$ cat src/rtl/counter_gen.sv
// Prescaled up/down event/time-base counter: clear/load, programmable limit, wrap or saturate,
// terminal-count pulse, sticky overflow. Optional capture register under COUNTER_GEN_CAPTURE_EN.
module counter_gen #(
  parameter int WIDTH = 32,
  parameter int PRE_W = 8
) (
  input  logic             clk,
  input  logic             rst_n,
  input  logic             en,
  input  logic             clr,
  input  logic             load,
  input  logic [WIDTH-1:0] load_val,
  input  logic             up_dn,
  input  logic             sat,
  input  logic [WIDTH-1:0] limit,
  input  logic [PRE_W-1:0] prescale,
  input  logic             cap_stb,
  output logic [WIDTH-1:0] out,
  output logic             tc,
  output logic             ovf,
  output logic [WIDTH-1:0] cap_val
);

  // Reset asserts asynchronously, releases two edges after rst_n rises.
  logic [1:0] rst_sync;
  logic       rst_i;

  always_ff @(posedge clk or negedge rst_n)
    if (!rst_n) rst_sync <= '0;
    else        rst_sync <= {rst_sync[0], 1'b1};

  assign rst_i = rst_sync[1];

  logic [PRE_W-1:0] pre_cnt;
  logic             tick;
  logic             term;

  assign tick = en && (pre_cnt == prescale);
  assign term = up_dn ? (out >= limit) : (out == '0);

  always_ff @(posedge clk or negedge rst_i)
    if (!rst_i) begin
      out     <= '0;
      pre_cnt <= '0;
      tc      <= 1'b0;
      ovf     <= 1'b0;
    end else if (clr) begin
      out     <= '0;
      pre_cnt <= '0;
      tc      <= 1'b0;
      ovf     <= 1'b0;
    end else if (load) begin
      // A tick landing on the load edge is discarded.
      out     <= load_val;
      pre_cnt <= '0;
      tc      <= 1'b0;
    end else begin
      tc <= 1'b0;
      if (en) pre_cnt <= tick ? '0 : pre_cnt + 1'b1;
      if (tick) begin
        if (term) begin
          tc  <= 1'b1;
          ovf <= 1'b1;
          if (!sat) out <= up_dn ? '0 : limit;
        end else begin
          out <= up_dn ? out + 1'b1 : out - 1'b1;
        end
      end
    end

`ifdef COUNTER_GEN_CAPTURE_EN
  // Captures the pre-update count; clr intentionally leaves it alone.
  always_ff @(posedge clk or negedge rst_i)
    if (!rst_i)       cap_val <= '0;
    else if (cap_stb) cap_val <= out;
`else
  logic unused_cap;
  assign unused_cap = cap_stb;
  assign cap_val    = '0;
`endif

endmodule

$ cat config.mk
export PLATFORM = sky130hd
export DESIGN_NAME = counter_gen
export DESIGN_NICKNAME = d
export VERILOG_FILES = /design/src/rtl/counter_gen.sv
export SDC_FILE = /design/constraint.sdc
export NUM_CORES = 1
export LEC_CHECK = 0
export BUFFER_PORTS_ARGS = -buffer_cell sky130_fd_sc_hd__buf_2
export CAP_MARGIN = 0
export CORE_ASPECT_RATIO = 0.6
export CORE_UTILIZATION = 40
export CTS_CLUSTER_DIAMETER = 40
export DETAILED_ROUTE_END_ITERATION = 10
export GPL_TIMING_DRIVEN = 0
export SYNTH_ARGS = -nofsm -noshare
export SYNTH_HDL_FRONTEND = slang
export SYNTH_SLANG_ARGS = --single-unit
$ cat constraint.sdc
create_clock -name clk -period 1.9 [get_ports clk]
set_input_delay 0.19 -clock clk [delete_from_list [all_inputs] [get_ports clk]]
set_output_delay 0.19 -clock clk [all_outputs]
set_load 0.05 [all_outputs]
Word-level counts from Yosys, hierarchy flattened
Index checks and enable logic that the tools add are counted.
{ "totals": {"regBits": 44, "out_inout_bits": 66, "elab_cells": 40} }
{ "op_classes": {"addsub": 3, "magnitude_cmp": 1, "n_eq_ne": 3, "muxes": 20, "reduce_logical": 8} }
{ "ops": {"columns": ["operator", "n"], "rows": [
  ["$mux 32", 7],
  ["$add 32x1->32 const B", 1],
  ["$ge 32x32->1", 1],
  ["$logic_not 32->1", 1],
  ["$mux 8", 4],
  ["$sub 32x1->32 const B", 1],
  ["$mux 1", 9],
  ["$add 8x1->8 const B", 1],
  ["$eq 8x8->1", 1],
  ["$reduce_bool 3->1", 2],
  ["$ne 4x4->1 const B", 1],
  ["$reduce_bool 2->1", 2],
  ["$reduce_and 3->1", 1],
  ["$ne 2x2->1 const B", 1],
  ["$reduce_and 2->1", 1],
  ["$logic_and 1x1->1", 1]
]} }

Longest topological paths before layout
Gate-level depths: netlist of the first run.
{ "depth": {"depth_word": 6, "mapped_depth": 13, "depth_no_buf": 11} }

Least setup slack after synthesis of the first run
No wires, ideal clock.
{ "synth_path": {"path_kind": "input to register", "start": "in up_dn", "end": "reg out[28]", "setup_ns": 0.130, "t_arrival_ns": 3.346, "setup_slack_ns": -1.576, "cell_stages": 12, "n_path_buf": 1, "cell_sequence": "inv_1 > clkbuf_1 > ha_1 > and4_1 > nor2b_1 > o21ai_2 > a31oi_1 > a221oi_2 > nor4_1 > or4_1 > nand3_1 > a31oi_1"} }
{ "synth_via": {"elab_chain_len": 6, "elab_cells_between_ends": 10, "classes_between": "eq/ne: 1; mux: 8; reduce/logical: 1"} }
{ "synth_lines": {"columns": ["element", "line", "source"], "rows": [
  ["from (decl)", "13", "input logic up_dn,"],
  ["$mux 32 (2 in series)", "64", "if (!sat) out <= up_dn ? '0 : limit;"],
  ["$mux 32", "61", "if (term) begin"],
  ["$mux 32", "60", "if (tick) begin"],
  ["$mux 32", "52", "end else if (load) begin"],
  ["$mux 32", "47", "end else if (clr) begin"],
  ["to (signal assigned)", "54", "out <= load_val;"],
  ["to (signal assigned)", "64", null],
  ["to (signal assigned)", "66", "out <= up_dn ? out + 1'b1 : out - 1'b1;"],
  ["to (decl)", "18", "output logic [WIDTH-1:0] out,"]
]} }
Parallel ways exist; a longest one is shown, timed or not. The select of a mux whose other input is x is not followed.
A chain may end at the register's enable or synchronous reset.

Final worst setup path of the first run
{ "layout_path": {"start": "reg out[14]", "end": "reg out[31]"} }
{ "layout_via": {"elab_chain_len": 6, "elab_cells_between_ends": 12, "classes_between": "add/sub: 2; order compare: 1; eq/ne: 1; mux: 6; reduce/logical: 2"} }
{ "layout_lines": {"columns": ["element", "line"], "rows": [
  ["$sub 32x1->32 (tied with other cells)", "66"],
  ["$mux 32 or $mux 1 (tied branches)", "66, 39"],
  ["$mux 32", "61"],
  ["$mux 32", "60"],
  ["$mux 32", "52"],
  ["$mux 32", "47"]
]} }
Parallel ways exist; a longest one is shown, timed or not. The select of a mux whose other input is x is not followed.

==> run_results.csv, run 1 <==
group,metric,value,unit
global_routing,grt_max_degree,30,
sta,finalHoldViolCount,0,
logic_synthesis,yosys_register_bits,44,
placement,gp_congestion,0.943,
die,die_area,0.0138,mm^2
min_path,hp-class,"input pin to register",
final_layout,fillerInstances,1164,
sta,relSlewSlack,34.2,%
sta,rsz0062_at_grt,"true",
die,core_area,0.0129,mm^2
critical_path,r2r_cells,10,
power,p_int,0.00284,W
logic_synthesis,syn_area_per_cell,8.04,um^2
global_routing,grt.overflow.total,0,
min_path,min_to,"out[30]",
clocking,cts_made_buffers,5,
die,die_h,91.3,um
critical_path,crit_fanout,5,
sta,fin_worst_skew,0.00551,ns
die,pin_count,146,
route,post_drt_via_cell_ratio,5.86,
critical_path,end_kind,"register",
status,violations,"negative setup slack",
logic_synthesis,synth_top_area_share,20.7,%
power,p_seq_share,23.1,%
logic_synthesis,synth.most_common_cell,"nor2_1",
clocking,clock_sinks,44,
clocking,cts_root_buf,"clkbuf_16",
critical_path,r2r_start,"out[14]",
global_routing,antenna_found_initial,0,
die,fp-row-count,32,
critical_path,critPathLaunchType,"register",
power,leakagePower,3.70,nW
route,wl_per_cell,20.1,um
clocking,tritoncts,"yes",
critical_path,arrival,2.94,ns
sta,setup_tns,-27.03,ns
logic_synthesis,ys_types,58,
logic_synthesis,syn_area,0.00531,mm^2
logic_synthesis,synthTopCellsByArea,"dfrtp_1, ha_1, o41ai_2",
logic_synthesis,synth_enable_flop_cells,0,
final_layout,area_delta_synth_final,46.8,%
final_layout,final_core_util,60.5,%
power,combPwrFrac,56.4,%
critical_path,cp_data_required_time,2.08,ns
sta,finalCritPeriodShare,145,%
sta,worstMarginPinSlew,0.987,ns
clocking,clockBufferDepth,2,
clocking,cts_max_level,2,
route,drt_first_pass_iters,5,
power,power_density,678,mW/mm^2
logic_synthesis,synth_largest_area_cell,"dfrtp_1",
critical_path,r2r-end,"out[31]",
global_routing,gr-usage-all-layers,30.3,%
placement,dp_hpwl,15000,um
power,ir_worst_vdd,0.000367,V
route,ant_nets,0,
critical_path,critical_path_class,"register to register",
power,switching_share,46.2,%
power,p_sw,0.00244,W
sta,whs,0.142,ns
clocking,clkLatencyLatePin,0.30,ns
global_routing,grt_pass1_vias,5845,
sta,drv_slew,0,
final_layout,drive_above_1_share,42.9,%
route,drt_iter0_markers,424,
die,start_util,41.2,%
power,total_power,0.00528,W
route,dr_total_vias,6042,
status,status,"complete, but fails checks",
logic_synthesis,async_flop_share,100,%
sta,finalWorstSetupSlack,-0.858,ns
logic_synthesis,netlist_instances,661,
logic_synthesis,synthFlopType,"dfrtp_1",
route,drt_wl_total,20700,um
min_path,hp-start,"load_val[30]",
die,die_x,151,um
critical_path,r2r_setup_slack,-0.86,ns
sta,fmax,0.363,GHz
final_layout,fin_nets,1004,
route,drc,0,
sta,min_period,2.76,ns
job,cap_violations,0,
placement,io_buffer_count,110,
logic_synthesis,seq_area_frac_synth,20.7,%
logic_synthesis,synth_warnings,0,
clocking,clkTransAtPathRegs,0.07,ns
power,clkPwrFrac,20.5,%
sta,setup_viol,40,
min_path,hold_depth,3,
logic_synthesis,ys_top_cells_by_count,"nor2_1, ha_1, nand2_1, a21oi_1, dfrtp_1",
final_layout,num_antenna_cells,0,
global_routing,grt_first_pass_wirelength,32000,um
-- per-layer routing --
layer,share of wire [%],track usage [%],wire length (um)
met5,0,0,0
met3,8.9,6.23,1840
met1,47,45.7,9810
met2,42,42.9,8670
met4,1.8,7.92,381
-- cell type report --
type	instances	area, um^2	area share (%)
tap	170	213	2.73
timing repair buffer	162	1090	14.0
buffer	55	445	5.71
multi-input combinational	549	4560	58.5
clock inverter	3	47.5	0.610
clock buffer	5	125	1.60
inverter	43	173	2.21
sequential	44	1140	14.6
-- how the worst max path moves through the flow --
| stage | cells past startpoint | startpoint | slack (ns) | end |
|---|---|---|---|---|
| final | 10 | out[14] | -0.86 | out[31] |
| after detailed placement | 13 | up_dn | -1.52 | out[17] |
| after CTS | 12 | out[13] | -0.78 | out[17] |
| after global routing | 13 | out[14] | -0.98 | out[15] |
| after global placement | 13 | up_dn | -1.45 | out[20] |
| after floorplan | 10 | out[13] | -0.59 | out[28] |
-- layout by cell type, fill, tap and decap left out, drive strengths merged, types with 4 or more instances in the layout --
cell / n
nand4: 12
a211oi: 4
a21o: 27
nand3: 12
ha: 63
nor3: 8
nand2: 56
a31oi: 11
o21ai: 32
a311oi: 20
o31ai: 5
nor2b: 7
o41ai: 18
and3: 7
a21oi: 52
clkbuf: 22
xnor2: 9
o21a: 5
inv: 42
xor2: 24
nor4: 12
nor2: 75
nand2b: 7
conb: 33
nor3b: 7
dfrtp: 44
buf: 199
o211ai: 4
a32oi: 8
-- registers in the layout, indices dropped and copies added (netlist names) --
name and cells:
ovf 1, out 32, pre_cnt 8, rst_sync 2, tc 1
-- per-stage QoR --
step | area, um^2 | setup WS [ns] | cells
final | 7800 | -0.858 | 1031
after global placement | 6530 | -1.45 | 972
after floorplan | 5770 | -0.589 | 692
after CTS | 7400 | -0.781 | 1021
after detailed placement | 6550 | -1.52 | 973
after global routing | 7800 | -0.982 | 1031
-- logic make-up (layout without fill, tap and decap cells) --
kind of cell	Yosys count	in the layout	share of synthesized area, %
mux	4	4	0.777
buf+inv	99	268	9.78
other cells	2	33	0.141
compound gates	205	205	29.3
simple gates	210	210	18.7
fa+ha+maj	64	64	15.2
xor+xnor	33	33	5.44
flops	44	44	20.7
-- worst max-delay path, cell delays in order (launching register included) --
cell and delay (ns):
dfrtp_2 0.46, ha_2 0.44, nand2_1 0.14, a21oi_1 0.16, o211ai_1 0.16, a21oi_2 0.25
nand3_2 0.15, a211o_1 0.29, a41oi_2 0.23, mux2i_1 0.27, o31ai_2 0.09
-- power groups by stage --
stage	Combinational [W]	Clock, W	Sequential (W)
4_1_cts	0.00274	0.00109	0.00121
3_3_place_gp	0.00238	0	0.00126
5_1_grt	0.00320	0.00112	0.00123
2_1_floorplan	0.00157	0	0.00148
3_5_place_dp	0.00243	0	0.00125
6_report	0.00298	0.00108	0.00122
-- repair_timing --
action	4_1_cts	5_1_grt
endpoints found under the hold margin	2	0
pin swaps	43	37
cloned	4	2
setup buffers	35	10
gates resized for setup	69	69
hold buffers	1	0
endpoints found under the setup margin	42	42
Power figures use the tool's default switching activity.
==> run 2, diff against run 1 <==
==> constraint.sdc (replaced) <==
create_clock -name clk -period 3.5 [get_ports clk]
set_input_delay 0.35 -clock clk [delete_from_list [all_inputs] [get_ports clk]]
set_output_delay 0.35 -clock clk [all_outputs]
set_load 0.05 [all_outputs]
==> run 2 against run 1 <==
  * The flow now finishes without violations
  * First-iteration DRC count increased by 22%
  * Core utilization is 11 points lower
  * Sequential power is 46% lower
  * Critical path depth grew 3
  * Non-clock buffer count shrank 49
  * Flip-flop and latch count stayed put
  * Critical path type is now input pin to register
  * Critical endpoint is now out[20]
==> run_results.csv, run 2 (synthesis gave the netlist of run 1 again) <==
group,metric,value,unit
sta,finalHoldViolCount,0,
global_routing,antenna_found_initial,0,
sta,worstMarginPinSlew,0.875,ns
die,fp-row-count,32,
final_layout,fillerInstances,1275,
sta,relSlewSlack,41.2,%
route,drt_iter0_markers,518,
critical_path,cp_data_required_time,3.66,ns
power,p_seq_share,26.1,%
die,pin_count,146,
clocking,clock_sinks,44,
critical_path,r2r_cells,11,
power,p_int,0.00134,W
power,leakagePower,3.35,nW
final_layout,final_cell_mix,"buf_2, nor2_1, ha_1",
critical_path,crit_family,"compound AO/OA/AOI/OAI gates",
final_layout,fin_cells,982,
final_layout,final_common_cell,"buf_2",
critical_path,crit_chain,"buf_2 -> clkinvlp_4 -> buf_12 -> ha_1 -> a21oi_1 -> nand2_1 -> o2111ai_1 -> a31oi_1 -> a221oi_2 -> xor2_1 -> nor2_1 -> a311oi_1 -> o41ai_2",
final_layout,fin_nets,955,
clocking,cts_max_level,2,
clocking,clkTransAtPathRegs,0.07,ns
final_layout,regArea,0.00110,mm^2
placement,gp_congestion,0.941,
route,drt_wl_total,18600,um
sta,fmax,0.300,GHz
route,post_drt_via_cell_ratio,5.77,
critical_path,end_kind,"register",
sta,fin_worst_skew,0.0105,ns
global_routing,grt_max_degree,40,
critical_path,r2r_start,"out[0]",
route,dr_total_vias,5662,
critical_path,critPathLaunchType,"input pin",
clocking,cts_made_buffers,5,
die,die_x,151,um
critical_path,cp.buffers_inverters,3,
critical_path,r2r-end,"out[20]",
global_routing,gr-usage-all-layers,27.0,%
critical_path,slowest_stage,"ha_1",
clocking,clkLatencyLatePin,0.30,ns
global_routing,grt.overflow.total,0,
clocking,tritoncts,"yes",
clocking,post_cts_buffers,0,
final_layout,finalInstanceArea,0.00642,mm^2
global_routing,grt_pass1_vias,5202,
power,total_power,0.00252,W
power,clkPwrFrac,23.1,%
power,ir_worst_vdd,0.000223,V
final_layout,drive_above_1_share,23.9,%
sta,min_period,3.33,ns
power,combPwrFrac,50.8,%
placement,io_buffer_count,110,
job,cap_violations,0,
placement,postPlaceCellArea,0.00621,mm^2
min_path,hp-class,"register to asynchronous set/reset pin",
final_layout,multi_input_area,0.00381,mm^2
critical_path,critPathMaxStageDelay,0.38,ns
global_routing,grt_util_met2,36.5,%
critical_path,arrival,3.48,ns
clocking,clockBufferDepth,2,
critical_path,crit_fanout,39,
final_layout,largestRegisters,"out: 32 flops, pre_cnt: 8 flops, rst_sync: 2 flops",
sta,setup_viol,0,
clocking,cts_root_buf,"clkbuf_16",
route,ant_nets,0,
route,drt_first_pass_iters,7,
die,die_area,0.0138,mm^2
global_routing,grt_use_met3,6.28,%
global_routing,grtUsageMet1,42.0,%
sta,rsz0062_at_grt,"false",
critical_path,critical_path_class,"input pin to register",
die,core_area,0.0129,mm^2
route,drc,0,
power,switching_share,46.7,%
sta,whs,0.257,ns
placement,dp.cells,973,
status,status,"finished clean",
placement,dp_hpwl,14700,um
die,start_util,41.2,%
global_routing,grt_first_pass_wirelength,28500,um
global_routing,grt_busiest_layer,"met1",
final_layout,largest-register,"out",
final_layout,num_antenna_cells,0,
critical_path,r2r_setup_slack,0.23,ns
route,wl_per_cell,18.9,um
final_layout,largest_reg_flops,32,
power,power_density,392,mW/mm^2
final_layout,area_delta_synth_final,20.9,%
power,p_sw,0.00118,W
sta,finalCritPeriodShare,95.1,%
die,die_h,91.3,um
sta,drv_slew,0,
run 2: cell types whose count changed in the layout (fill, tap and decap cells not counted), sizes merged:
cell,previous run,this run
clkbuf,22,18
buf,199,154
run 2: repair_timing:
item / CTS / global route
setup endpoints to repair: 9 / 3
resized for setup: 2 / 6
hold buffers: 1 / 0
hold endpoints to repair: 2 / 0
run 2: power groups by stage:
stage,Clock [W],Sequential (W),Combinational (W)
after floorplan,0,0.000782,0.000786
final,0.000582,0.000656,0.00128
after global placement,0,0.000663,0.00121
after global routing,0.000608,0.000661,0.00138
after detailed placement,0,0.000660,0.00124
after CTS,0.000587,0.000650,0.00125
run 2: cell type report:
| class | count | area share [%] |
|---|---|---|
| inverter | 43 | 2.57 |
| multi-input combinational | 549 | 59.4 |
| clock inverter | 3 | 0.740 |
| timing repair buffer | 112 | 9.04 |
| sequential | 44 | 17.2 |
| clock buffer | 5 | 1.95 |
| tap | 170 | 3.31 |
| buffer | 56 | 5.84 |
run 2: worst max path at each step:
stage / slack [ns] / endpoint / startpoint / depth (start not counted)
5_1_grt: 0.008 / out[20] / up_dn / 13
6_report: 0.17 / out[20] / up_dn / 13
3_3_place_gp: -0.69 / out[30] / up_dn / 13
4_1_cts: 0.13 / out[30] / up_dn / 13
2_1_floorplan: 0.38 / out[28] / up_dn / 12
3_5_place_dp: -0.63 / out[30] / up_dn / 13
run 2: per-layer routing:
layer	part of all wire, %	routed length (um)
met1	48	8960
met2	40	7520
met3	9.7	1810
met4	1.6	297
met5	0	0
run 2: worst reg2reg max path, delay by kind of cell, from the launching register on:
family / cells / cell delay (ns)
DFF: 1 / 0.51
buffers and inverters: 1 / 0.16
and+or+nand+nor: 2 / 0.25
xor gates and xnor gates: 1 / 0.30
adders and majority gates: 1 / 0.45
AOI/OAI and AO/OA: 6 / 1.47
run 2: through the flow:
step / TNS [ns] / util, % / setup WS [ns]
finish: 0 / 49.8 / 0.171
global route: 0 / 49.8 / 0.00786
CTS: 0 / 49.7 / 0.126
detailed placement: -6.29 / 48.2 / -0.634
global placement: -6.77 / 48.0 / -0.688
floorplan: 0 / - / 0.383
